### src/rtl/mem_access_sequencer.sv
// mem_access_sequencer
// Runs one memory read or write through the MAR/MDR pair. The controller
// issues a one-cycle start pulse. The block then drives the MAR/MDR gate
// strobes, performs a req/ack handshake with memory and aborts the access
// if the memory stalls for too long.
//
// Ports
//   CLK       in   system clock, rising edge
//   CLR       in   asynchronous active-low reset
//   start_rd  in   read request pulse (sampled in IDLE only)
//   start_wr  in   write request pulse (sampled in IDLE only, read wins)
//   mem_ack   in   memory completion (sampled in REQ only)
//   SMA       out  S bus -> MAR strobe (ADDR)
//   SMD       out  S bus -> MDR strobe (WDATA)
//   MMD       out  M bus -> MDR strobe (CAPT)
//   MDM       out  MDR -> M bus drive (REQ of a write)
//   mem_req   out  memory request (REQ)
//   mem_we    out  write qualifier (REQ of a write)
//   busy      out  high in every state except IDLE
//   done      out  one-cycle completion pulse
//   err       out  one-cycle timeout pulse
//
// TIMEOUT: REQ cycles allowed without mem_ack, legal range 1..255.
module mem_access_sequencer #(
  parameter int unsigned TIMEOUT = 255
) (
  input  logic CLK,
  input  logic CLR,
  input  logic start_rd,
  input  logic start_wr,
  input  logic mem_ack,
  output logic SMA,
  output logic SMD,
  output logic MMD,
  output logic MDM,
  output logic mem_req,
  output logic mem_we,
  output logic busy,
  output logic done,
  output logic err
);

  localparam int unsigned StateW = 3;
  localparam int unsigned CntW   = 8;

  localparam logic [StateW-1:0] S_IDLE  = 3'd0;
  localparam logic [StateW-1:0] S_ADDR  = 3'd1;
  localparam logic [StateW-1:0] S_WDATA = 3'd2;
  localparam logic [StateW-1:0] S_REQ   = 3'd3;
  localparam logic [StateW-1:0] S_CAPT  = 3'd4;
  localparam logic [StateW-1:0] S_DONE  = 3'd5;
  localparam logic [StateW-1:0] S_ERR   = 3'd6;

  // Last counter value before the wait budget is exhausted.
  localparam logic [CntW-1:0] CntLast = CntW'(TIMEOUT - 1);

  logic [StateW-1:0] state_q, state_d;
  logic              is_wr_q, is_wr_d;
  logic [CntW-1:0]   cnt_q,   cnt_d;

  logic sma_q,  sma_d;
  logic smd_q,  smd_d;
  logic mmd_q,  mmd_d;
  logic mdm_q,  mdm_d;
  logic req_q,  req_d;
  logic we_q,   we_d;
  logic busy_q, busy_d;
  logic done_q, done_d;
  logic err_q,  err_d;

  // Next state, access type and wait counter.
  always_comb begin
    state_d = state_q;
    is_wr_d = is_wr_q;
    cnt_d   = cnt_q;

    case (state_q)
      S_IDLE: begin
        // Read takes priority when both starts arrive together.
        if (start_rd) begin
          is_wr_d = 1'b0;
          state_d = S_ADDR;
        end else if (start_wr) begin
          is_wr_d = 1'b1;
          state_d = S_ADDR;
        end
      end
      S_ADDR: begin
        cnt_d   = '0;
        state_d = is_wr_q ? S_WDATA : S_REQ;
      end
      S_WDATA: begin
        cnt_d   = '0;
        state_d = S_REQ;
      end
      S_REQ: begin
        // An ack on the final allowed edge still completes the access.
        if (mem_ack) begin
          state_d = is_wr_q ? S_DONE : S_CAPT;
        end else if (cnt_q == CntLast) begin
          state_d = S_ERR;
        end else begin
          cnt_d = cnt_q + CntW'(1);
        end
      end
      S_CAPT:  state_d = S_DONE;
      S_DONE:  state_d = S_IDLE;
      S_ERR:   state_d = S_IDLE;
      default: state_d = S_IDLE;
    endcase
  end

  // Output decode of the upcoming state, registered so outputs line up with state.
  always_comb begin
    sma_d  = 1'b0;
    smd_d  = 1'b0;
    mmd_d  = 1'b0;
    mdm_d  = 1'b0;
    req_d  = 1'b0;
    we_d   = 1'b0;
    busy_d = (state_d != S_IDLE);
    done_d = 1'b0;
    err_d  = 1'b0;

    case (state_d)
      S_ADDR:  sma_d = 1'b1;
      S_WDATA: smd_d = 1'b1;
      S_REQ: begin
        req_d = 1'b1;
        we_d  = is_wr_d;
        mdm_d = is_wr_d;
      end
      S_CAPT:  mmd_d  = 1'b1;
      S_DONE:  done_d = 1'b1;
      S_ERR:   err_d  = 1'b1;
      default: ;
    endcase
  end

  // State and output registers; reset abandons any in-flight request.
  always_ff @(posedge CLK or negedge CLR) begin
    if (!CLR) begin
      state_q <= S_IDLE;
      is_wr_q <= 1'b0;
      cnt_q   <= '0;
      sma_q   <= 1'b0;
      smd_q   <= 1'b0;
      mmd_q   <= 1'b0;
      mdm_q   <= 1'b0;
      req_q   <= 1'b0;
      we_q    <= 1'b0;
      busy_q  <= 1'b0;
      done_q  <= 1'b0;
      err_q   <= 1'b0;
    end else begin
      state_q <= state_d;
      is_wr_q <= is_wr_d;
      cnt_q   <= cnt_d;
      sma_q   <= sma_d;
      smd_q   <= smd_d;
      mmd_q   <= mmd_d;
      mdm_q   <= mdm_d;
      req_q   <= req_d;
      we_q    <= we_d;
      busy_q  <= busy_d;
      done_q  <= done_d;
      err_q   <= err_d;
    end
  end

  assign SMA     = sma_q;
  assign SMD     = smd_q;
  assign MMD     = mmd_q;
  assign MDM     = mdm_q;
  assign mem_req = req_q;
  assign mem_we  = we_q;
  assign busy    = busy_q;
  assign done    = done_q;
  assign err     = err_q;

endmodule

### config.mk
export PLATFORM = sky130hd
export DESIGN_NAME = mem_access_sequencer
export DESIGN_NICKNAME = d
export VERILOG_FILES = /design/src/rtl/mem_access_sequencer.sv
export SDC_FILE = /design/constraint.sdc
export NUM_CORES = 1
export LEC_CHECK = 0
export ABC_AREA = 0
export BUFFER_PORTS_ARGS = -buffer_cell sky130_fd_sc_hd__buf_2
export CAP_MARGIN = 40
export CELL_PAD_IN_SITES_DETAIL_PLACEMENT = 1
export CELL_PAD_IN_SITES_GLOBAL_PLACEMENT = 2
export CORE_MARGIN = 3
export CORE_UTILIZATION = 37
export CTS_CLUSTER_SIZE = 24
export DETAILED_ROUTE_END_ITERATION = 10
export PLACE_DENSITY = 0.88
export SLEW_MARGIN = 20
export SYNTH_ARGS = -nofsm -noshare
export SYNTH_HDL_FRONTEND = slang
export SYNTH_SLANG_ARGS = --single-unit
### constraint.sdc
create_clock -name CLK -period 3.58 [get_ports CLK]
set_clock_uncertainty 0.1 [all_clocks]
set_input_delay 0.358 -clock CLK [delete_from_list [all_inputs] [get_ports CLK]]
set_output_delay 0.358 -clock CLK [all_outputs]
set_load 0.01 [all_outputs]
==> impl_results.html, run 1 <==
<table>
<tr><th>Metric</th><th>Value</th></tr>
<tr><th colspan="2">Cells and area</th></tr>
<tr><td># fillers</td><td>303</td></tr>
<tr><td>Register ranked first by flip-flop count</td><td>cnt_q</td></tr>
<tr><td>Largest registers ranked by flip-flop count</td><td>cnt_q x8, state_q x3</td></tr>
<tr><td>Antenna diode count</td><td>0</td></tr>
<tr><td>Number of nets in the layout</td><td>about 130</td></tr>
<tr><td>Max FFs per register</td><td>8</td></tr>
<tr><td>Cell Count, Final, Fillers Out</td><td>149</td></tr>
<tr><td>Area growth from synthesis to final layout</td><td>12.2%</td></tr>
<tr><td>Fraction of final layout cells with drive strength greater than 1</td><td>19.3%</td></tr>
<tr><th colspan="2">Setup path</th></tr>
<tr><td>Critical path's slowest cell</td><td>dfrtp_1</td></tr>
<tr><td>Type of the worst setup path</td><td>reg -&gt; reg</td></tr>
<tr><td>Worst path bufs/invs</td><td>2</td></tr>
<tr><td>CP startpoint kind</td><td>flop</td></tr>
<tr><td>Worst-path fanout max</td><td>10</td></tr>
<tr><td>Data required time at the worst endpoint</td><td>approximately 3.7 ns</td></tr>
<tr><td>Slowest Stage Delay on Critical Path</td><td>0.44 ns</td></tr>
<tr><td>Critical Path Sink Type</td><td>flop</td></tr>
<tr><td>Cell family with the largest share of critical-path delay</td><td>compound AO/OA/AOI/OAI gates</td></tr>
<tr><td>Data arrival time of the critical path</td><td>1.98 ns</td></tr>
<tr><td>Cell count along the critical path</td><td>6</td></tr>
<tr><td>Register-to-register setup slack</td><td>1.71 ns</td></tr>
<tr><td>Worst reg2reg path depth</td><td>6</td></tr>
<tr><td>Cell chain of the critical path</td><td>inv_1 &gt; ha_1 &gt; nand4_1 &gt; o21bai_2 &gt; inv_1 &gt; o311ai_1</td></tr>
<tr><td>Most frequent CP cell</td><td>inv_1</td></tr>
<tr><th colspan="2">Outcome</th></tr>
<tr><td>Outcome</td><td>finished, final reports clean</td></tr>
<tr><th colspan="2">Global route</th></tr>
<tr><td>Initial antenna violation count</td><td>0</td></tr>
<tr><td>Total global routing overflow</td><td>0</td></tr>
<tr><td>Total global routing track utilization</td><td>15.5%</td></tr>
<tr><td>Number of global-route vias before repair</td><td>879</td></tr>
<tr><td>Largest net degree at the start of global routing</td><td>21</td></tr>
<tr><td>Wire length of the first global-routing pass</td><td>4120 um</td></tr>
<tr><th colspan="2">Clock network</th></tr>
<tr><td>Total of cells resized after clock tree synthesis</td><td>0</td></tr>
<tr><td>CTS tree</td><td>built</td></tr>
<tr><td>H-tree lvl count</td><td>1</td></tr>
<tr><td>Number of CTS-inserted buffers</td><td>3</td></tr>
<tr><td>Num Clock Sinks</td><td>20</td></tr>
<tr><td>Clock slew seen by the registers of the worst setup and hold paths</td><td>0.13 ns</td></tr>
<tr><td>Clock Path Buffers</td><td>2</td></tr>
<tr><td>Clock root buffer master</td><td>clkbuf_4</td></tr>
<tr><td>Skew-Pair Late Insertion Delay</td><td>0.31 ns</td></tr>
<tr><th colspan="2">Floorplan</th></tr>
<tr><td>Placeable core region</td><td>0.00257 mm^2</td></tr>
<tr><td>Die height</td><td>around 60 um</td></tr>
<tr><td>I/O pin count</td><td>14</td></tr>
<tr><td>Initial standard-cell utilization of the core</td><td>around 40%</td></tr>
<tr><td>DIE WIDTH</td><td>~60 um</td></tr>
<tr><td>Die Area</td><td>0.00346 mm^2</td></tr>
<tr><td>Floorplan row count</td><td>18</td></tr>
<tr><th colspan="2">Power</th></tr>
<tr><td>Net switching power of the design</td><td>~0.33 mW</td></tr>
<tr><td>Proportion of power drawn by combinational gates</td><td>35.8%</td></tr>
<tr><td>Total design power</td><td>0.860 mW</td></tr>
<tr><td>Clock network power share</td><td>22.2%</td></tr>
<tr><td>Static leakage</td><td>0.538 nW</td></tr>
<tr><td>Total power divided by cell area</td><td>742 mW/mm^2</td></tr>
<tr><td>Cell-internal power</td><td>0.532 mW</td></tr>
<tr><td>Switch share</td><td>38.2%</td></tr>
<tr><td>Share of power burned in registers</td><td>42.0%</td></tr>
<tr><td>Max VDD drop</td><td>0.376 mV</td></tr>
<tr><th colspan="2">STA</th></tr>
<tr><td>Max Freq</td><td>0.535 GHz</td></tr>
<tr><td>Final worst path period share</td><td>52.2%</td></tr>
<tr><td>Total of endpoints with negative setup slack in the final report</td><td>0</td></tr>
<tr><td>Final setup slack of the worst path</td><td>~1.7 ns</td></tr>
<tr><td>Worst hold slack across all endpoints</td><td>0.173 ns</td></tr>
<tr><td>Slew at the pin with the worst max-slew slack</td><td>approximately 0.44 ns</td></tr>
<tr><td>Setup repair after global routing missed its margin</td><td>no</td></tr>
<tr><td>Period minus WS final</td><td>1.87 ns</td></tr>
<tr><td>Headroom to the max-slew limit</td><td>slightly above 70%</td></tr>
<tr><td>Final setup TNS</td><td>0 ns</td></tr>
<tr><td>Final Hold Vio Count</td><td>0</td></tr>
<tr><td>Final count of pins violating max slew</td><td>0</td></tr>
<tr><th colspan="2">Placement</th></tr>
<tr><td>Total instance count after detailed placement</td><td>around 140</td></tr>
<tr><td>Global placer's final weighted congestion</td><td>0.807</td></tr>
<tr><td>Post-placement worst setup slack</td><td>1.73 ns</td></tr>
<tr><td>Buffers on Ports</td><td>13</td></tr>
<tr><td>Post-DP HPWL</td><td>1680 um</td></tr>
<tr><th colspan="2">Hold path</th></tr>
<tr><td>Depth of the worst hold-timing path</td><td>2</td></tr>
<tr><td>Worst hold-check path type</td><td>in -&gt; reg</td></tr>
<tr><th colspan="2">Synth</th></tr>
<tr><td>Most frequent cell after synthesis</td><td>dfrtp_1</td></tr>
<tr><td>Mapped Nets</td><td>113</td></tr>
<tr><td>Dominant register cell in the synthesized netlist</td><td>dfrtp_1</td></tr>
<tr><td>Library cells used by synthesis</td><td>35</td></tr>
<tr><td>Cell taking the most area after synthesis</td><td>dfrtp_1</td></tr>
<tr><td>Main area contributors after synthesis</td><td>dfrtp_1 48%, nand2_1 4.4%, nand3_1 3.9%</td></tr>
<tr><td>Sequential area share after synthesis</td><td>48.4%</td></tr>
<tr><td>Warning count from the yosys run</td><td>0</td></tr>
<tr><td>Number of standard cells after synthesis</td><td>106</td></tr>
<tr><td>Number of synthesized flops with an enable pin</td><td>0</td></tr>
<tr><td>Synth top cells by count</td><td>20 x dfrtp_1, 12 x nand2_1, 8 x nand3_1</td></tr>
<tr><td>Mapped Avg Cell Area</td><td>9.75 um^2</td></tr>
<tr><td>Area fraction of the dominant cell type after synthesis</td><td>roughly half</td></tr>
<tr><td>Cell area after technology mapping</td><td>0.00103 mm^2</td></tr>
<tr><td>Synthesized flop and latch total</td><td>20</td></tr>
<tr><td>Fraction of registers with async set or reset after synthesis</td><td>between 90% and 100%</td></tr>
<tr><th colspan="2">Route</th></tr>
<tr><td>Detailed Routing Iterations Pass 1</td><td>4</td></tr>
<tr><td>Via-to-Cell Ratio</td><td>5.64</td></tr>
<tr><td>Antenna viol nets, final</td><td>0</td></tr>
<tr><td>Remaining routing DRC violations</td><td>0</td></tr>
<tr><td>Via Count</td><td>840</td></tr>
<tr><td>Detail-routed net length per standard cell</td><td>roughly 15 um</td></tr>
<tr><td>Initial DRC count</td><td>24</td></tr>
<tr><td>Total wire length after detailed routing</td><td>2260 um</td></tr>
<tr><th colspan="2">Run</th></tr>
<tr><td>Max Cap Violations</td><td>0</td></tr>
</table>
==> power by group through the flow <==
stage	clock, mW	combinational [mW]	sequential, mW
4_1_cts	0.193	0.313	0.362
5_1_grt	0.205	0.357	0.376
6_report	0.191	0.308	0.361
3_5_place_dp	0	0.311	0.366
2_1_floorplan	0	0.267	0.339
3_3_place_gp	0	0.304	0.365
==> area by class of cell <==
| class | count | area [um^2] | share of cell area (%) |
|---|---|---|---|
| Sequential cell | 20 | 500 | 43.2 |
| Multi-Input combinational cell | 77 | 479 | 41.3 |
| Timing Repair Buffer | 14 | 75.1 | 6.47 |
| Tap cell | 30 | 37.5 | 3.24 |
| Clock inverter | 1 | 30.0 | 2.59 |
| Clock buffer | 3 | 22.5 | 1.94 |
| Inverter | 4 | 15.0 | 1.29 |
==> cell families after synthesis <==
kind of cell | count (synthesis) | share of synthesized area (%)
flops | 20 | 48.4
mux | 2 | 1.94
simple gates | 49 | 26.0
buf+inv | 9 | 5.20
fa+ha+maj | 2 | 2.42
compound gates | 24 | 16.0
==> what timing repair did <==
item / CTS / global route
setup buffers: 0 / 0
endpoints found under the hold margin: 20 / 0
hold buffers: 1 / 0
==> worst register-to-register path, cell delays in order, from the launching register on <==
cell and delay (ns):
dfrtp_1 0.44, inv_1 0.10, ha_1 0.18, nand4_1 0.16
o21bai_2 0.39, inv_1 0.10, o311ai_1 0.30
==> layer usage <==
metal | track usage [%] | wire length, um | vias up
met5 | 0 | 0 | -
met4 | 4.85 | 10 | 0
met3 | 2.85 | 88 | 2
met2 | 23.7 | 1030 | 13
met1 | 22.3 | 1120 | 409
li1 | - | - | 416
==> worst paths after layout <==
kind	from	endpoint
min in group asynchronous	CLR	cnt_q[6]
hold reg to reg	is_wr_q	MMD
setup / recovery	cnt_q[0]	cnt_q[0]
max in group asynchronous	CLR	state_q[1]
hold / removal	start_rd	is_wr_q
setup reg to reg	cnt_q[0]	cnt_q[0]
==> through the flow <==
stage          area, um^2  utilization (%)
4_1_cts              1160             45.2
6_report             1160             45.2
3_5_place_dp         1100             42.7
3_3_place_gp         1100             42.7
2_1_floorplan        1030                -
5_1_grt              1160             45.2
==> cells in the final DEF, fill, tap and decap left out, types with 2 or more instances in the layout <==
cell | synthesis | routed
o211ai_1 | 3 | 3
and2_1 | 3 | 3
nor2_1 | 6 | 6
clkbuf_4 | 0 | 3
buf_2 | 1 | 13
nand2_1 | 12 | 12
o21ai_0 | 7 | 7
inv_1 | 4 | 4
o21bai_2 | 2 | 2
nor3_1 | 4 | 4
a21oi_1 | 5 | 5
or4_1 | 4 | 4
mux2i_1 | 2 | 2
ha_1 | 2 | 2
nand4_1 | 2 | 2
nand3_1 | 8 | 8
dfrtp_1 | 20 | 20
or2b_1 | 2 | 2
No activity file was read; power rests on OpenSTA's default activity.
==> inputs of run 2 (changes only) <==
--- a/config.mk
+++ b/config.mk
@@ -11,10 +11,10 @@
 export CELL_PAD_IN_SITES_DETAIL_PLACEMENT = 1
 export CELL_PAD_IN_SITES_GLOBAL_PLACEMENT = 2
 export CORE_MARGIN = 3
-export CORE_UTILIZATION = 37
+export CORE_UTILIZATION = 31
 export CTS_CLUSTER_SIZE = 24
 export DETAILED_ROUTE_END_ITERATION = 10
-export PLACE_DENSITY = 0.88
+export PLACE_DENSITY = 0.79
 export SLEW_MARGIN = 20
 export SYNTH_ARGS = -nofsm -noshare
 export SYNTH_HDL_FRONTEND = slang
==> constraint.sdc (replaced) <==
create_clock -name CLK -period 1.52 [get_ports CLK]
set_clock_uncertainty 0.1 [all_clocks]
set_input_delay 0.152 -clock CLK [delete_from_list [all_inputs] [get_ports CLK]]
set_output_delay 0.152 -clock CLK [all_outputs]
set_load 0.01 [all_outputs]
==> run 2 against run 1 <==
  * The run now ends with setup timing left
  * Combinational power grew to 3.9 times the previous value
  * Power grew to 2.8 times the previous value
  * Non-clock buffer count is 24 higher
  * Largest cell class is now multi-input gates
  * Flip-flop and latch count stayed put
  * Setup slack worse by 1.9 ns
  * Highest routed layer unchanged
==> impl_results.html, run 2 (synthesis gave the netlist of run 1 again) <==
<table>
<tr><th>Metric</th><th>Value</th></tr>
<tr><th colspan="2">Outcome</th></tr>
<tr><td>Outcome</td><td>finished, violations left</td></tr>
<tr><td>Violations in the final reports</td><td>setup timing</td></tr>
<tr><th colspan="2">Cells and area</th></tr>
<tr><td>Number of nets in the layout</td><td>~150</td></tr>
<tr><td>Final Instance Area</td><td>0.00146 mm^2</td></tr>
<tr><td>Leading cell types in the layout, fill and taps excluded</td><td>20 x dfrtp_1, 20 x buf_4, 13 x buf_2</td></tr>
<tr><td># fillers</td><td>364</td></tr>
<tr><td>Antenna diode count</td><td>0</td></tr>
<tr><td>Area growth from synthesis to final layout</td><td>41.0%</td></tr>
<tr><td>Final core utilization</td><td>46.6%</td></tr>
<tr><td>Largest registers ranked by flip-flop count</td><td>cnt_q x8, state_q x3</td></tr>
<tr><td>Max FFs per register</td><td>8</td></tr>
<tr><td>Cell Count, Final, Fillers Out</td><td>188</td></tr>
<tr><td>Register ranked first by flip-flop count</td><td>cnt_q</td></tr>
<tr><td>Fraction of final layout cells with drive strength greater than 1</td><td>40.3%</td></tr>
<tr><th colspan="2">STA</th></tr>
<tr><td>Slew at the pin with the worst max-slew slack</td><td>0.454 ns</td></tr>
<tr><td>Setup repair after global routing missed its margin</td><td>yes</td></tr>
<tr><td>Headroom to the max-slew limit</td><td>a little over two thirds</td></tr>
<tr><td>Max Freq</td><td>0.586 GHz</td></tr>
<tr><td>Final Hold Vio Count</td><td>0</td></tr>
<tr><td>Final setup slack of the worst path</td><td>-0.186 ns</td></tr>
<tr><td>Period minus WS final</td><td>1.71 ns</td></tr>
<tr><td>Final count of pins violating max slew</td><td>0</td></tr>
<tr><td>Final worst path period share</td><td>112%</td></tr>
<tr><td>Total of endpoints with negative setup slack in the final report</td><td>9</td></tr>
<tr><th colspan="2">Setup path</th></tr>
<tr><td>Worst reg2reg path depth</td><td>6</td></tr>
<tr><td>Register-to-register setup slack</td><td>-0.19 ns</td></tr>
<tr><td>Launching instance or port of the critical path</td><td>cnt_q[1]</td></tr>
<tr><td>Data arrival time of the critical path</td><td>roughly 1.9 ns</td></tr>
<tr><td>Endpoint of the worst-slack reg-to-reg timing path</td><td>cnt_q[5]</td></tr>
<tr><td>CP startpoint kind</td><td>flop</td></tr>
<tr><td>Worst R2R Start</td><td>cnt_q[1]</td></tr>
<tr><td>Capture point of the worst path</td><td>cnt_q[5]</td></tr>
<tr><td>Data required time at the worst endpoint</td><td>approximately 1.7 ns</td></tr>
<tr><td>Type of the worst setup path</td><td>reg -&gt; reg</td></tr>
<tr><td>Worst-path fanout max</td><td>5</td></tr>
<tr><td>Critical Path Sink Type</td><td>flop</td></tr>
<tr><th colspan="2">Route</th></tr>
<tr><td>Total wire length after detailed routing</td><td>2970 um</td></tr>
<tr><td>Via-to-Cell Ratio</td><td>just over 5</td></tr>
<tr><td>Remaining routing DRC violations</td><td>0</td></tr>
<tr><td>Detailed Routing Iterations Pass 1</td><td>4</td></tr>
<tr><td>Initial DRC count</td><td>33</td></tr>
<tr><td>Antenna viol nets, final</td><td>0</td></tr>
<tr><td>Detail-routed net length per standard cell</td><td>15.8 um</td></tr>
<tr><td>Via Count</td><td>970</td></tr>
<tr><th colspan="2">Power</th></tr>
<tr><td>Max VDD drop</td><td>0.673 mV</td></tr>
<tr><td>Clock network power share</td><td>18.1%</td></tr>
<tr><td>Cell-internal power</td><td>1.51 mW</td></tr>
<tr><td>Total design power</td><td>roughly 2.4 mW</td></tr>
<tr><td>Switch share</td><td>between 30% and 40%</td></tr>
<tr><td>Net switching power of the design</td><td>~0.92 mW</td></tr>
<tr><td>Total power divided by cell area</td><td>1670 mW/mm^2</td></tr>
<tr><td>Share of power burned in registers</td><td>between 30% and 40%</td></tr>
<tr><td>Static leakage</td><td>0.677 nW</td></tr>
<tr><td>Proportion of power drawn by combinational gates</td><td>49.5%</td></tr>
<tr><th colspan="2">Clock network</th></tr>
<tr><td>CTS tree</td><td>built</td></tr>
<tr><td>H-tree lvl count</td><td>1</td></tr>
<tr><td>Num Clock Sinks</td><td>20</td></tr>
<tr><td>Number of CTS-inserted buffers</td><td>3</td></tr>
<tr><td>Clock slew seen by the registers of the worst setup and hold paths</td><td>0.12 ns</td></tr>
<tr><td>Skew-Pair Late Insertion Delay</td><td>0.30 ns</td></tr>
<tr><td>Clock Path Buffers</td><td>2</td></tr>
<tr><td>Clock root buffer master</td><td>clkbuf_4</td></tr>
<tr><th colspan="2">Placement</th></tr>
<tr><td>Total instance count after detailed placement</td><td>173</td></tr>
<tr><td>Total placed instance area</td><td>0.00124 mm^2</td></tr>
<tr><td>Post-DP HPWL</td><td>between 1500 and 2000 um</td></tr>
<tr><td>Global placer's final weighted congestion</td><td>0.784</td></tr>
<tr><td>Buffers on Ports</td><td>13</td></tr>
<tr><td>Post-placement worst setup slack</td><td>-0.162 ns</td></tr>
<tr><th colspan="2">Global route</th></tr>
<tr><td>Total global routing track utilization</td><td>15.0%</td></tr>
<tr><td>Number of global-route vias before repair</td><td>around 1,000</td></tr>
<tr><td>Wire length of the first global-routing pass</td><td>approximately 4800 um</td></tr>
<tr><td>Largest net degree at the start of global routing</td><td>21</td></tr>
<tr><td>Initial antenna violation count</td><td>0</td></tr>
<tr><td>Total global routing overflow</td><td>0</td></tr>
<tr><th colspan="2">Floorplan</th></tr>
<tr><td>DIE WIDTH</td><td>63.7 um</td></tr>
<tr><td>Floorplan row count</td><td>20</td></tr>
<tr><td>I/O pin count</td><td>14</td></tr>
<tr><td>Die height</td><td>63.7 um</td></tr>
<tr><td>Placeable core region</td><td>0.00313 mm^2</td></tr>
<tr><td>Die Area</td><td>0.00406 mm^2</td></tr>
<tr><td>Initial standard-cell utilization of the core</td><td>33.0%</td></tr>
<tr><th colspan="2">Run</th></tr>
<tr><td>Max Cap Violations</td><td>0</td></tr>
<tr><th colspan="2">Hold path</th></tr>
<tr><td>Worst hold-check path type</td><td>in -&gt; reg</td></tr>
</table>
## run 2: per-stage QoR
step / hold slack [ns] / TNS [ns]
final: 0.0819 / -1.03
after global routing: 0.0696 / -1.64
after CTS: 0.0428 / -0.639
after detailed placement: 0.0370 / -0.803
after global placement: 0.0316 / -0.319
after floorplan: -0.244 / -0.0918
## run 2: worst min path at each step
stage / startpoint / slack, ns / end / cells past startpoint
after floorplan: CLR / -0.24 / MMD / 0
after global placement: CLR / 0.03 / err / 1
after detailed placement: CLR / 0.04 / err / 1
after CTS: mem_ack / 0.04 / MMD / 2
after global routing: mem_ack / 0.07 / MMD / 2
final: mem_ack / 0.08 / MMD / 2
## run 2: timing repair
action,4_1_cts,5_1_grt
buffers inserted,3,3
pin swaps,10,6
endpoints found under the setup margin,11,11
hold endpoints to repair,23,0
hold buffers,4,0
gates resized for setup,6,14
gates cloned,1,0
## run 2: layout make-up
| type | count | area, um^2 | area share [%] |
|---|---|---|---|
| well taps | 44 | 55.1 | 3.78 |
| multi-input cells | 78 | 568 | 39.0 |
| clock inverters | 1 | 30.0 | 2.06 |
| repair buffers | 38 | 267 | 18.3 |
| clock buffers | 3 | 22.5 | 1.55 |
| inverters | 4 | 15.0 | 1.03 |
| flip-flops and latches | 20 | 500 | 34.3 |
## run 2: power by group through the flow
stage / clock network, mW / registers, mW / logic [mW]
6_report: 0.439 / 0.789 / 1.20
5_1_grt: 0.486 / 0.818 / 1.32
4_1_cts: 0.458 / 0.790 / 1.10
3_5_place_dp: 0 / 0.792 / 1.03
3_3_place_gp: 0 / 0.783 / 1.01
2_1_floorplan: 0 / 0.798 / 0.631
## run 2: worst max-delay path: stages (launching register included)
cell      delay [ns]
dfrtp_1         0.43
ha_4            0.18
nand4_1         0.18
buf_4           0.17
o21bai_4        0.07
or4_1           0.43
nand3_1         0.09
## run 2: routing by layer
metal / up-vias / GRT usage [%] / routed length, um
met5: - / 0 / 0
li1: 461 / - / -
met1: 500 / 19.3 / 1350
met2: 7 / 25.0 / 1540
met3: 2 / 2.81 / 61
met4: 0 / 5.12 / 15
==> inputs of run 3 (changes only) <==
--- a/config.mk
+++ b/config.mk
@@ -14,7 +14,9 @@
 export CORE_UTILIZATION = 31
 export CTS_CLUSTER_SIZE = 24
 export DETAILED_ROUTE_END_ITERATION = 10
+export GPL_ROUTABILITY_DRIVEN = 0
 export PLACE_DENSITY = 0.79
+export SETUP_SLACK_MARGIN = 0.05
 export SLEW_MARGIN = 20
 export SYNTH_ARGS = -nofsm -noshare
 export SYNTH_HDL_FRONTEND = slang
==> run 3 against run 2 <==
  * Core utilization is 1.8 points higher
  * Setup slack improved by 0.011 ns
  * Clock power grew 4%
  * Highest routed layer unchanged
  * Via count grew 2.9%
  * Sequential share of layout area shrank 1.1 points
  * The run still ends with setup timing left
  * Die area unchanged
  * Hold slack lost 0.030 ns
  * Clock-buffer cell count did not move
  * First-iteration DRC count increased by 6.1%
==> impl_results.html, run 3 (synthesis gave the netlist of run 1 again) <==
<table>
<tr><th>Metric</th><th>Value</th></tr>
<tr><th colspan="2">Outcome</th></tr>
<tr><td>Outcome</td><td>finished, violations left</td></tr>
<tr><td>Violations in the final reports</td><td>setup timing</td></tr>
<tr><th colspan="2">Cells and area</th></tr>
<tr><td>Leading cell types in the layout, fill and taps excluded</td><td>21 x buf_4, 18 x dfrtp_1, 13 x buf_2</td></tr>
<tr><td>Number of nets in the layout</td><td>155</td></tr>
<tr><td>Cell Count, Final, Fillers Out</td><td>191</td></tr>
<tr><td>Final core utilization</td><td>48.4%</td></tr>
<tr><td>Antenna diode count</td><td>0</td></tr>
<tr><td>Area growth from synthesis to final layout</td><td>46.6%</td></tr>
<tr><td>Largest registers ranked by flip-flop count</td><td>cnt_q x8, state_q x3</td></tr>
<tr><td>Final Instance Area</td><td>0.00152 mm^2</td></tr>
<tr><td>Fraction of final layout cells with drive strength greater than 1</td><td>between 40 and 50%</td></tr>
<tr><td>Most common cell after layout, fill and taps aside</td><td>buf_4</td></tr>
<tr><td># fillers</td><td>361</td></tr>
<tr><td>Max FFs per register</td><td>8</td></tr>
<tr><td>Register ranked first by flip-flop count</td><td>cnt_q</td></tr>
<tr><th colspan="2">STA</th></tr>
<tr><td>Max Freq</td><td>0.590 GHz</td></tr>
<tr><td>Final Hold Vio Count</td><td>0</td></tr>
<tr><td>Setup repair after global routing missed its margin</td><td>yes</td></tr>
<tr><td>Final count of pins violating max slew</td><td>0</td></tr>
<tr><td>Slew at the pin with the worst max-slew slack</td><td>0.470 ns</td></tr>
<tr><td>Final setup slack of the worst path</td><td>-0.176 ns</td></tr>
<tr><td>Total of endpoints with negative setup slack in the final report</td><td>9</td></tr>
<tr><td>Headroom to the max-slew limit</td><td>68.7%</td></tr>
<tr><td>Period minus WS final</td><td>1.70 ns</td></tr>
<tr><td>Final worst path period share</td><td>112%</td></tr>
<tr><th colspan="2">Clock network</th></tr>
<tr><td>Clock root buffer master</td><td>clkbuf_4</td></tr>
<tr><td>Number of CTS-inserted buffers</td><td>3</td></tr>
<tr><td>Num Clock Sinks</td><td>20</td></tr>
<tr><td>CTS tree</td><td>built</td></tr>
<tr><td>H-tree lvl count</td><td>1</td></tr>
<tr><td>Clock slew seen by the registers of the worst setup and hold paths</td><td>0.13 ns</td></tr>
<tr><td>Skew-Pair Late Insertion Delay</td><td>0.32 ns</td></tr>
<tr><td>Clock Path Buffers</td><td>2</td></tr>
<tr><th colspan="2">Setup path</th></tr>
<tr><td>Worst path bufs/invs</td><td>1</td></tr>
<tr><td>Critical path's slowest cell</td><td>dfrtp_1</td></tr>
<tr><td>Critical Path Sink Type</td><td>flop</td></tr>
<tr><td>Type of the worst setup path</td><td>reg -&gt; reg</td></tr>
<tr><td>Data required time at the worst endpoint</td><td>1.68 ns</td></tr>
<tr><td>Worst-path fanout max</td><td>6</td></tr>
<tr><td>Cell chain of the critical path</td><td>ha_4 &gt; nand4_1 &gt; o21bai_4 &gt; buf_12 &gt; or4_4 &gt; nand3_2</td></tr>
<tr><td>Slowest Stage Delay on Critical Path</td><td>0.45 ns</td></tr>
<tr><td>Cell family with the largest share of critical-path delay</td><td>simple AND/OR/NAND/NOR gates</td></tr>
<tr><td>CP startpoint kind</td><td>flop</td></tr>
<tr><td>Data arrival time of the critical path</td><td>1.86 ns</td></tr>
<tr><th colspan="2">Floorplan</th></tr>
<tr><td>I/O pin count</td><td>14</td></tr>
<tr><td>Placeable core region</td><td>0.00313 mm^2</td></tr>
<tr><td>Die height</td><td>approximately 64 um</td></tr>
<tr><td>Die Area</td><td>a little over 0.004 mm^2</td></tr>
<tr><td>Floorplan row count</td><td>20</td></tr>
<tr><td>Initial standard-cell utilization of the core</td><td>33.0%</td></tr>
<tr><td>DIE WIDTH</td><td>63.7 um</td></tr>
<tr><th colspan="2">Route</th></tr>
<tr><td>Via Count</td><td>between 900 and 1,000</td></tr>
<tr><td>Total wire length after detailed routing</td><td>3380 um</td></tr>
<tr><td>Detailed Routing Iterations Pass 1</td><td>4</td></tr>
<tr><td>Remaining routing DRC violations</td><td>0</td></tr>
<tr><td>Antenna viol nets, final</td><td>0</td></tr>
<tr><td>Detail-routed net length per standard cell</td><td>17.7 um</td></tr>
<tr><td>Initial DRC count</td><td>35</td></tr>
<tr><td>Via-to-Cell Ratio</td><td>5.23</td></tr>
<tr><th colspan="2">Placement</th></tr>
<tr><td>Post-DP HPWL</td><td>around 2000 um</td></tr>
<tr><td>Total instance count after detailed placement</td><td>173</td></tr>
<tr><td>Total placed instance area</td><td>roughly 0.0012 mm^2</td></tr>
<tr><td>Post-placement worst setup slack</td><td>-0.267 ns</td></tr>
<tr><td>Buffers on Ports</td><td>13</td></tr>
<tr><th colspan="2">Hold path</th></tr>
<tr><td>Worst hold-check path type</td><td>in -&gt; reg</td></tr>
<tr><th colspan="2">Global route</th></tr>
<tr><td>Number of global-route vias before repair</td><td>1,105</td></tr>
<tr><td>Largest net degree at the start of global routing</td><td>21</td></tr>
<tr><td>Total global routing track utilization</td><td>roughly 17%</td></tr>
<tr><td>Wire length of the first global-routing pass</td><td>between 5000 and 6000 um</td></tr>
<tr><td>Total global routing overflow</td><td>0</td></tr>
<tr><td>Initial antenna violation count</td><td>0</td></tr>
<tr><th colspan="2">Power</th></tr>
<tr><td>Static leakage</td><td>0.715 nW</td></tr>
<tr><td>Max VDD drop</td><td>approximately 0.52 mV</td></tr>
<tr><td>Total power divided by cell area</td><td>1740 mW/mm^2</td></tr>
<tr><th colspan="2">Run</th></tr>
<tr><td>Max Cap Violations</td><td>0</td></tr>
</table>
## run 3: cell count changes in the layout (fill, tap and decap cells not counted), sizes merged
cell    delta
buf        +3
clkbuf     +1
o21bai     -1
## run 3: layout make-up
cell class	instances	area, um^2	area share (%)
multi-input combinational	77	579	38.2
sequential	20	503	33.2
timing repair buffer	42	310	20.5
tap	44	55.1	3.63
clock inverter	1	30.0	1.98
clock buffer	3	22.5	1.49
inverter	4	15.0	0.991
## run 3: worst paths after layout
check,startpoint,to,slack (ns),cells past startpoint
worst max register to register,cnt_q[1],cnt_q[3],-0.18,6
worst min register to register,is_wr_q,MMD,0.48,1
worst max-delay path,cnt_q[1],cnt_q[3],-0.18,6
max in group asynchronous,CLR,state_q[0],0.77,2
min in group asynchronous,CLR,mem_req,0.21,2
worst min-delay path,mem_ack,MMD,0.05,2
## run 3: what timing repair did
action | CTS | global route
buffers inserted | 6 | 4
pin swaps | 12 | 5
hold endpoints to repair | 23 | 0
gates resized for setup | 13 | 15
setup endpoints to repair | 11 | 14
hold buffers | 4 | 0
## run 3: metal layers
metal	vias to the layer above	part of all wire, %	GRT usage, %
li1	464	-	-
met4	0	2.7	10.2
met5	-	0	0
met2	20	51	28.4
met1	505	44	20.1
met3	9	2.4	3.34
## run 3: worst reg2reg max path, cell delays in order, from the launching register on
cell and delay, ns:
dfrtp_1 0.45, ha_4 0.18, nand4_1 0.14, o21bai_4 0.13
buf_12 0.16, or4_4 0.42, nand3_2 0.07
## run 3: metrics by stage
step                      setup TNS [ns]  total power, mW  hold WS, ns
after floorplan                  -0.0918             1.43       -0.244
after global placement            -0.354             1.78       0.0327
after detailed placement           -1.31             1.83       0.0366
after CTS                          -1.19             2.42       0.0438
after global routing               -2.14             2.79       0.0606
final                              -1.23             2.63       0.0524
## run 3: report_power, final
part | leakage (nW) | internal, mW | switching [mW]
logic | 0.427 | 0.658 | 0.714
registers | 0.259 | 0.681 | 0.125
clock network | 0.0279 | 0.267 | 0.190
total | 0.715 | 1.61 | 1.03
